File: config.mk
export PLATFORM = sky130hd
export DESIGN_NAME = gfx_mem_arbiter
export DESIGN_NICKNAME = d
export VERILOG_FILES = /design/src/rtl/gfx_mem_arbiter.sv
export SDC_FILE = /design/constraint.sdc
export NUM_CORES = 1
export LEC_CHECK = 0
export CORE_MARGIN = 5
export CORE_UTILIZATION = 35
export CTS_CLUSTER_DIAMETER = 30
export DETAILED_ROUTE_END_ITERATION = 10
export HOLD_SLACK_MARGIN = 0.03
export PLACE_DENSITY = 0.75
export SLEW_MARGIN = 20
export SYNTH_ARGS = -nofsm -noshare
export SYNTH_HDL_FRONTEND = slang
export SYNTH_SLANG_ARGS = --single-unit
File: constraint.sdc
create_clock -name CLK -period 2.6 [get_ports CLK]
set_clock_uncertainty 0.2 [all_clocks]
set_input_delay 0.52 -clock CLK [delete_from_list [all_inputs] [get_ports CLK]]
set_output_delay 0.52 -clock CLK [all_outputs]
set_load 0.02 [all_outputs]
File: src/rtl/gfx_mem_arbiter.sv
// Four-way round-robin read arbiter in front of one 16-bit memory read port; grant and registered request 1 cycle after rvalid.
// The owner may keep the port for up to MAX_BURST beats; requesters hold rvalid and address until their rready pulse.
module gfx_mem_arbiter #(
  parameter int MAX_BURST = 8,
  parameter int ADDR_BITS = 16
) (
  input  logic                 CLK,
  input  logic                 RSTb,
  input  logic [ADDR_BITS-1:0] spcon_memory_address,
  input  logic                 spcon_rvalid,
  output logic                 spcon_rready,
  output logic [15:0]          spcon_memory_data,
  input  logic [ADDR_BITS-1:0] bg0_memory_address,
  input  logic                 bg0_rvalid,
  output logic                 bg0_rready,
  output logic [15:0]          bg0_memory_data,
  input  logic [ADDR_BITS-1:0] bg1_memory_address,
  input  logic                 bg1_rvalid,
  output logic                 bg1_rready,
  output logic [15:0]          bg1_memory_data,
  input  logic [ADDR_BITS-1:0] ov_memory_address,
  input  logic                 ov_rvalid,
  output logic                 ov_rready,
  output logic [15:0]          ov_memory_data,
  output logic [ADDR_BITS-1:0] mem_address,
  output logic                 mem_rvalid,
  input  logic                 mem_rready,
  input  logic [15:0]          mem_data,
  output logic [1:0]           grant,
  output logic                 busy
);

  typedef enum logic {ST_IDLE, ST_GRANT} state_t;

  localparam logic [3:0] BURST_LIM = 4'(MAX_BURST);

  state_t               state_q, state_d;
  logic [1:0]           owner_q, owner_d;
  logic [1:0]           grant_q, grant_d;
  logic [3:0]           beat_cnt_q, beat_cnt_d;
  logic [ADDR_BITS-1:0] mem_address_q, mem_address_d;
  logic                 mem_rvalid_q, mem_rvalid_d;

  logic [3:0]           req;
  logic [ADDR_BITS-1:0] req_addr [4];
  logic [1:0]           pick;
  logic [1:0]           cand;
  logic                 found;
  logic                 keep_owner;

  assign req         = {ov_rvalid, bg1_rvalid, bg0_rvalid, spcon_rvalid};
  assign req_addr[0] = spcon_memory_address;
  assign req_addr[1] = bg0_memory_address;
  assign req_addr[2] = bg1_memory_address;
  assign req_addr[3] = ov_memory_address;

  // Search starts just after the owner and wraps back onto it last.
  always_comb begin
    pick  = owner_q;
    cand  = owner_q;
    found = 1'b0;
    for (int k = 1; k <= 4; k++) begin
      cand = owner_q + 2'(k);
      if (!found && req[cand]) begin
        pick  = cand;
        found = 1'b1;
      end
    end
  end

  // beat_cnt of zero only occurs out of reset, meaning nobody owns a burst yet.
  assign keep_owner = req[owner_q] && (beat_cnt_q != 4'd0) && (beat_cnt_q < BURST_LIM);

  always_comb begin
    state_d       = state_q;
    owner_d       = owner_q;
    grant_d       = grant_q;
    beat_cnt_d    = beat_cnt_q;
    mem_address_d = mem_address_q;
    mem_rvalid_d  = mem_rvalid_q;
    case (state_q)
      ST_IDLE: begin
        if (|req) begin
          if (keep_owner) begin
            beat_cnt_d    = beat_cnt_q + 4'd1;
            grant_d       = owner_q;
            mem_address_d = req_addr[owner_q];
          end else begin
            owner_d       = pick;
            beat_cnt_d    = 4'd1;
            grant_d       = pick;
            mem_address_d = req_addr[pick];
          end
          mem_rvalid_d = 1'b1;
          state_d      = ST_GRANT;
        end
      end
      ST_GRANT: begin
        if (mem_rready) begin
          mem_rvalid_d = 1'b0;
          state_d      = ST_IDLE;
        end
      end
      default: state_d = ST_IDLE;
    endcase
  end

  always_ff @(posedge CLK or negedge RSTb) begin
    if (!RSTb) begin
      state_q       <= ST_IDLE;
      owner_q       <= 2'd3;
      grant_q       <= 2'd0;
      beat_cnt_q    <= 4'd0;
      mem_address_q <= '0;
      mem_rvalid_q  <= 1'b0;
    end else begin
      state_q       <= state_d;
      owner_q       <= owner_d;
      grant_q       <= grant_d;
      beat_cnt_q    <= beat_cnt_d;
      mem_address_q <= mem_address_d;
      mem_rvalid_q  <= mem_rvalid_d;
    end
  end

  assign busy        = (state_q == ST_GRANT);
  assign grant       = grant_q;
  assign mem_address = mem_address_q;
  assign mem_rvalid  = mem_rvalid_q;

  assign spcon_rready = mem_rready && busy && (grant_q == 2'd0);
  assign bg0_rready   = mem_rready && busy && (grant_q == 2'd1);
  assign bg1_rready   = mem_rready && busy && (grant_q == 2'd2);
  assign ov_rready    = mem_rready && busy && (grant_q == 2'd3);

  assign spcon_memory_data = mem_data;
  assign bg0_memory_data   = mem_data;
  assign bg1_memory_data   = mem_data;
  assign ov_memory_data    = mem_data;

endmodule
Yosys cells after proc, flatten, opt, wreduce, memory -nomap -nowiden:

Index checks and enable logic that the tools add are counted.

* add/sub/neg operators: 4
* order comparisons: 7
* equality and inequality tests: 5
* mux-type cells: 30
* bitwise operators: 3
* reductions and logical operators: 18

Operators by type and width (count)
* $mux W16: 5
* $bmux W16 S2: 2
* $lt A2 B3 Y1 const B: 4
* $mux W1: 11
* $logic_and A1 B1 Y1: 10
* $mux W2: 5
* $bmux W1 S2: 4
* $ge A3 B3 Y1 const B: 2
* $not A2 Y3: 2
* $add A2 B2 Y2 const B: 2
* $add A4 B1 Y4 const B: 1
* $eq A2 B2 Y1 const B: 2
* $lt A4 B4 Y1 const B: 1
* $mux W4: 1
* $ne A2 B2 Y1 const B: 2
* $pmux W1 S2: 2
* $reduce_and A2 Y1: 2
* $reduce_bool A4 Y1: 1
* $reduce_or A4 Y1: 1
* $logic_not A1 Y1: 3
* $add A2 B1 Y2 const B: 1
* $eq A2 B1 Y1 const B: 1
* $logic_not A2 Y1: 1
* $not A1 Y1: 1

* bits in registers: 26
* bits of input ports: 87
* output and inout port bits: 88
* word-level logic and storage cells: 73

Logic depth before layout (Yosys ltp):

* word-level depth: 18
* mapped depth: 9
* gate-level depth less buffers: 7

Least setup slack after synthesis:

No wires, ideal clock.

* path kind: reg2reg
* start point: register owner_q[0]
* end point: register mem_address_q[6], in the netlist mem_address[6]
* library setup time: 0.134 ns
* arrival time: 2.190 ns
* data required time: 2.266 ns
* slack: 0.076 ns
* cell stages (with the launch flop): 9
* buffers on the path: 3
* period minus slack after synthesis: 2.524 ns
* cells stage by stage: dfstp_2 -> buf_6 -> mux4_2 -> and3_4 -> or3_1 -> buf_6 -> buf_6 -> a211oi_2 -> o31ai_1

* longest elaborated chain between the ends: 18
* elaborated cells on any way between the ends: 35
* those cells by class: add/sub (3); mux (22); bitwise (2); reduce/logical (8)

Ends and longest elaborated chain
* from (decl): RTL line 38 `logic [1:0] owner_q, owner_d;`
* from (signal assigned): RTL line 118 `owner_q <= owner_d;`
* $add A2 B1 Y2: RTL line 63 `cand = owner_q + 2'(k);`
* $bmux W1 S2: RTL line 64 `if (!found && req[cand]) begin`
* $mux W1 (not written as such): RTL line 64
* $mux W1: RTL line 64
* $logic_not A1 Y1: RTL line 64
* $logic_and A1 B1 Y1: RTL line 64
* $mux W1: RTL line 64
* $logic_not A1 Y1: RTL line 64
* $logic_and A1 B1 Y1: RTL line 64
* $mux W1: RTL line 64
* $logic_not A1 Y1: RTL line 64
* $logic_and A1 B1 Y1: RTL line 64
* $mux W2: RTL line 64
* $not A2 Y3 (not written as such): RTL line 92 `mem_address_d = req_addr[pick];`
* $bmux W16 S2: RTL line 92
* $mux W16 (not written as such) (2 in series): RTL line 92
* $mux W16 (*): RTL line 84 `if (keep_owner) begin`
* to (signal assigned): RTL line 121 `mem_address_q <= mem_address_d;`
* to (decl): RTL line 41 `logic [ADDR_BITS-1:0] mem_address_q, mem_address_d;`

Mark *: on every way between the ends. The rest lies on a longest branch, timed or not. The select of a mux whose other input is x is not followed.
A chain may end at the register's enable or synchronous reset.

Final worst setup path:

* start point: input port bg1_rvalid
* end point: register mem_address_q[13], in the netlist mem_address[13]

* longest elaborated chain between the ends: 17
* elaborated cells on any way between the ends: 30
* those cells by class: mux (19); bitwise (1); reduce/logical (10)

Ends and longest elaborated chain
* from (decl): RTL line 18 `input logic bg1_rvalid,`
* $bmux W1 S2: RTL line 64
* $mux W1 (not written as such): RTL line 64
* $mux W1: RTL line 64
* $logic_not A1 Y1: RTL line 64
* $logic_and A1 B1 Y1: RTL line 64
* $mux W1: RTL line 64
* $logic_not A1 Y1: RTL line 64
* $logic_and A1 B1 Y1: RTL line 64
* $mux W1: RTL line 64
* $logic_not A1 Y1: RTL line 64
* $logic_and A1 B1 Y1: RTL line 64
* $mux W2: RTL line 64
* $not A2 Y3 (not written as such): RTL line 92
* $bmux W16 S2: RTL line 92
* $mux W16 (not written as such) (2 in series): RTL line 92
* $mux W16: RTL line 84

Several ways; a longest one is shown, not always the timed one. The select of a mux whose other input is x is not followed.

==> summary.txt <==
Synth
  • Yosys warns: 0
  • Post-Synthesis Mean Instance Area: ~9.5 um^2
  • Post-synth top area cell: dfrtp_1
  • Netlist cell types: 37
  • Top cells by area, synth: dfrtp_1, buf_4, mux4_2, and4_1, o32ai_1
  • Seq/Total Area, Yosys: ~22%
  • Synthesized flop and latch total: 26
  • Synthesized instance count: approximately 310
  • Area fraction of the dominant cell type after synthesis: slightly above 20%
  • Post-Syn Area: approximately 3000 um^2
  • Post-Syn Nets: about 400

Floorplan
  • Die height: 101.9 um
  • Initial Utilization: a little over a third
  • Die W: between 100 and 150 um
  • Die area: 10,370 um^2
  • Placeable Area: 8217 um^2
  • Num rows: 33
  • I/O pin cnt: roughly 180

GRT
  • First-pass GRT wire length: 13.37 mm
  • GRT overflow: 0
  • Largest net degree at the start of global routing: 40
  • Vias in the first global route: 2,691
  • Initial antenna violation count: 0
  • GRT Total Usage: 16.20%

Clocking
  • Clock tree buffer depth: 2
  • Postcts setup bufs: 0
  • Clock latency on the worst-skew pair: between 0.2 and 0.3 ns
  • CTS tree: yes
  • CTS sink cnt: 26
  • Clk slew on worst S/H paths: around 0.09 ns
  • H-tree levels: 1
  • Num CTS Buffers: 3
  • CTS root buffer: clkbuf_8

Drt
  • Initial drt markers: 154
  • WL/cell: 18.74 um
  • Vias per cell: slightly below 6
  • Residual DRC count: 0
  • DR vias: about 2,700
  • Final WL: around 8.5 mm
  • DR pass1 iterations: 4
  • Post-DRT Antenna Nets: 0

Critical path
  • Crit Reg-Reg Startpoint: owner_q[0]
  • Max incr delay on CP: approximately 0.5 ns
  • Crit. End Element: flip-flop
  • Startpoint Class: input pin
  • Critical path depth: 7
  • CP max stage cell: mux4_2
  • R2R cell count: 6
  • CP Data Required Time: between 2 and 3 ns
  • Crit path cell chain: clkdlybuf4s50_1, mux4_2, and3_4, or3_4, buf_12, a211oi_2, o31ai_1
  • Crit path max fanout: 10
  • R2R Setup Slk: ~0.14 ns
  • Delay-heaviest family, CP: simple AND/OR/NAND/NOR gates
  • WP data arrival: 2.51 ns
  • Crit path buf inv count: 2
  • End of the worst register-to-register path: mem_address[13]
  • Setup CP Type: input pin to flip-flop

Timing
  • Fmax: a little under 400 MHz
  • Worst rel slew slack: 55.10%
  • Min Clock Period, post-route: about 2.6 ns
  • Slew Limit Fails: 0
  • RSZ-0062 raised after global routing: false
  • Setup_tns: 0 ns
  • Final setup viols: 0
  • Slew of the pin with the lowest slew margin: approximately 0.67 ns
  • Final hold vios: 0
  • Final cycle utilization of the critical path: between 90% and 100%

Hold path
  • Critical hold path startpoint: mem_address[15]
  • Worst Hold Class: flip-flop to flip-flop
  • WHS Path Cells: 2
  • Hold EP: mem_address[15]

Layout
  • Share of layout cells above drive strength 1: about 22%
  • Fill cells: between 700 and 800
  • Layout area overhead: 28.86%
  • Diode count: 0
  • Most frequent cells in the layout: clkdlybuf4s50_1, and4_1, buf_4
  • Leading cell type in the layout, fill and taps excluded: clkdlybuf4s50_1
  • Nets: 437

Place
  • GP Congestion: ~0.84
  • DPL Wire Length: 6.378 mm
  • I/O Buffers: 94

Job
  • Maxcap violations: 0

Pwr
  • Pleak: 1.462 nW
  • Pwr Total: 3.885 mW
  • VDD IR-drop max: approximately 0.48 mV
  • Power density over the cells: 1021 nW/um^2

Run status
  • Status: finished, final reports clean
Yosys cell counts:
| cell | number |
|---|---|
| and3_4 | 1 |
| buf_2 | 4 |
| nand3_1 | 4 |
| and4_1 | 33 |
| nor2_1 | 4 |
| o21ai_0 | 7 |
| buf_4 | 64 |
| nor2b_1 | 3 |
| buf_6 | 3 |
| nand3b_1 | 1 |
| mux4_2 | 17 |
| nor3_1 | 3 |
| o21a_1 | 2 |
| or3_1 | 1 |
| buf_1 | 2 |
| nand4_1 | 1 |
| mux2_2 | 2 |
| o31ai_1 | 16 |
| a211oi_2 | 10 |
| inv_1 | 4 |
| dfrtp_1 | 24 |
| dfstp_2 | 2 |
| or2_2 | 2 |
| nand2b_1 | 1 |
| o21ai_1 | 2 |
| nor4_1 | 1 |
| nand2_1 | 24 |
| o31a_1 | 16 |
| mux2i_1 | 3 |
| o22ai_1 | 2 |
| a211oi_1 | 6 |
| and3b_1 | 2 |
| ha_1 | 2 |
| a21oi_1 | 3 |
| nor3b_1 | 2 |
| o32ai_1 | 17 |
| clkbuf_1 | 21 |
routing by layer:
metal	track usage [%]	vias up	wire, um
met5	0	-	0
met4	3.633	0	96
met3	3.959	13	804
met2	27.52	134	4158
met1	21.01	1281	3410
li1	-	1225	-
layout make-up:
type                            count  area, um^2  area share (%)
Clock buffer                        3       41.29           1.085
Clock inverter                      1       30.03          0.7892
Sequential cell                    26       653.1           17.17
Tap cell                          105       131.4           3.453
Multi-Input combinational cell    188        1705           44.82
Inverter                            4       15.01          0.3946
Timing Repair Buffer              125        1229           32.29
worst min-delay path, stage by stage, from the launching register on:
cell and delay (ns):
dfrtp_1 0.36, nand2_1 0.05, o31ai_1 0.05
report_power, final:
| part | switching, mW | internal (mW) |
|---|---|---|
| Sequential | 0.144 | 0.596 |
| Clock | 0.135 | 0.206 |
| Combinational | 1.40 | 1.41 |
cells by family (layout without fill, tap and decap cells):
| logic type | Yosys count | in the layout | synth area share [%] |
|---|---|---|---|
| AOI/OAI and AO/OA | 81 | 81 | 22.58 |
| adders and majority gates | 2 | 2 | 0.8473 |
| buffers and inverters | 98 | 133 | 21.53 |
| DFF | 26 | 26 | 22.12 |
| muxes | 22 | 22 | 14.75 |
| and+or+nand+nor | 83 | 83 | 18.18 |
stage by stage:
step           hold WS, ns  setup WS (ns)  instances  cell area (um^2)  util [%]
4_1_cts             0.2992       -0.01667        452              3761     45.77
3_5_place_dp        0.2762        -0.3023        448              3679     44.77
5_1_grt             0.3280       0.006719        452              3805     46.31
6_report            0.2918        0.04611        452              3805     46.31
3_3_place_gp        0.2687        -0.2556        448              3679     44.77
2_1_floorplan      0.02441        0.07578        312              2953         -
registers in the layout, summed over array words and instances (netlist names):
signal / count
busy: 1
beat_cnt_q: 4
owner_q: 2
mem_rvalid: 1
grant: 2
mem_address: 16
repair_timing:
action                     in CTS  in global routing
resized for setup               6                 11
pin swaps                       0                  1
setup endpoints to repair       9                 17
hold buffers                    0                  0
how the worst max path moves through the flow:
stage / endpoint / from / slack [ns]
after floorplan: mem_address[6] / owner_q[0] / 0.08
after CTS: mem_address[11] / ov_rvalid / -0.02
final: mem_address[13] / bg1_rvalid / 0.05
after global routing: mem_address[2] / owner_q[1] / 0.007
after detailed placement: mem_address[11] / ov_rvalid / -0.30
after global placement: mem_address[6] / ov_rvalid / -0.26
Note: power is estimated with default switching activity, not from simulation.
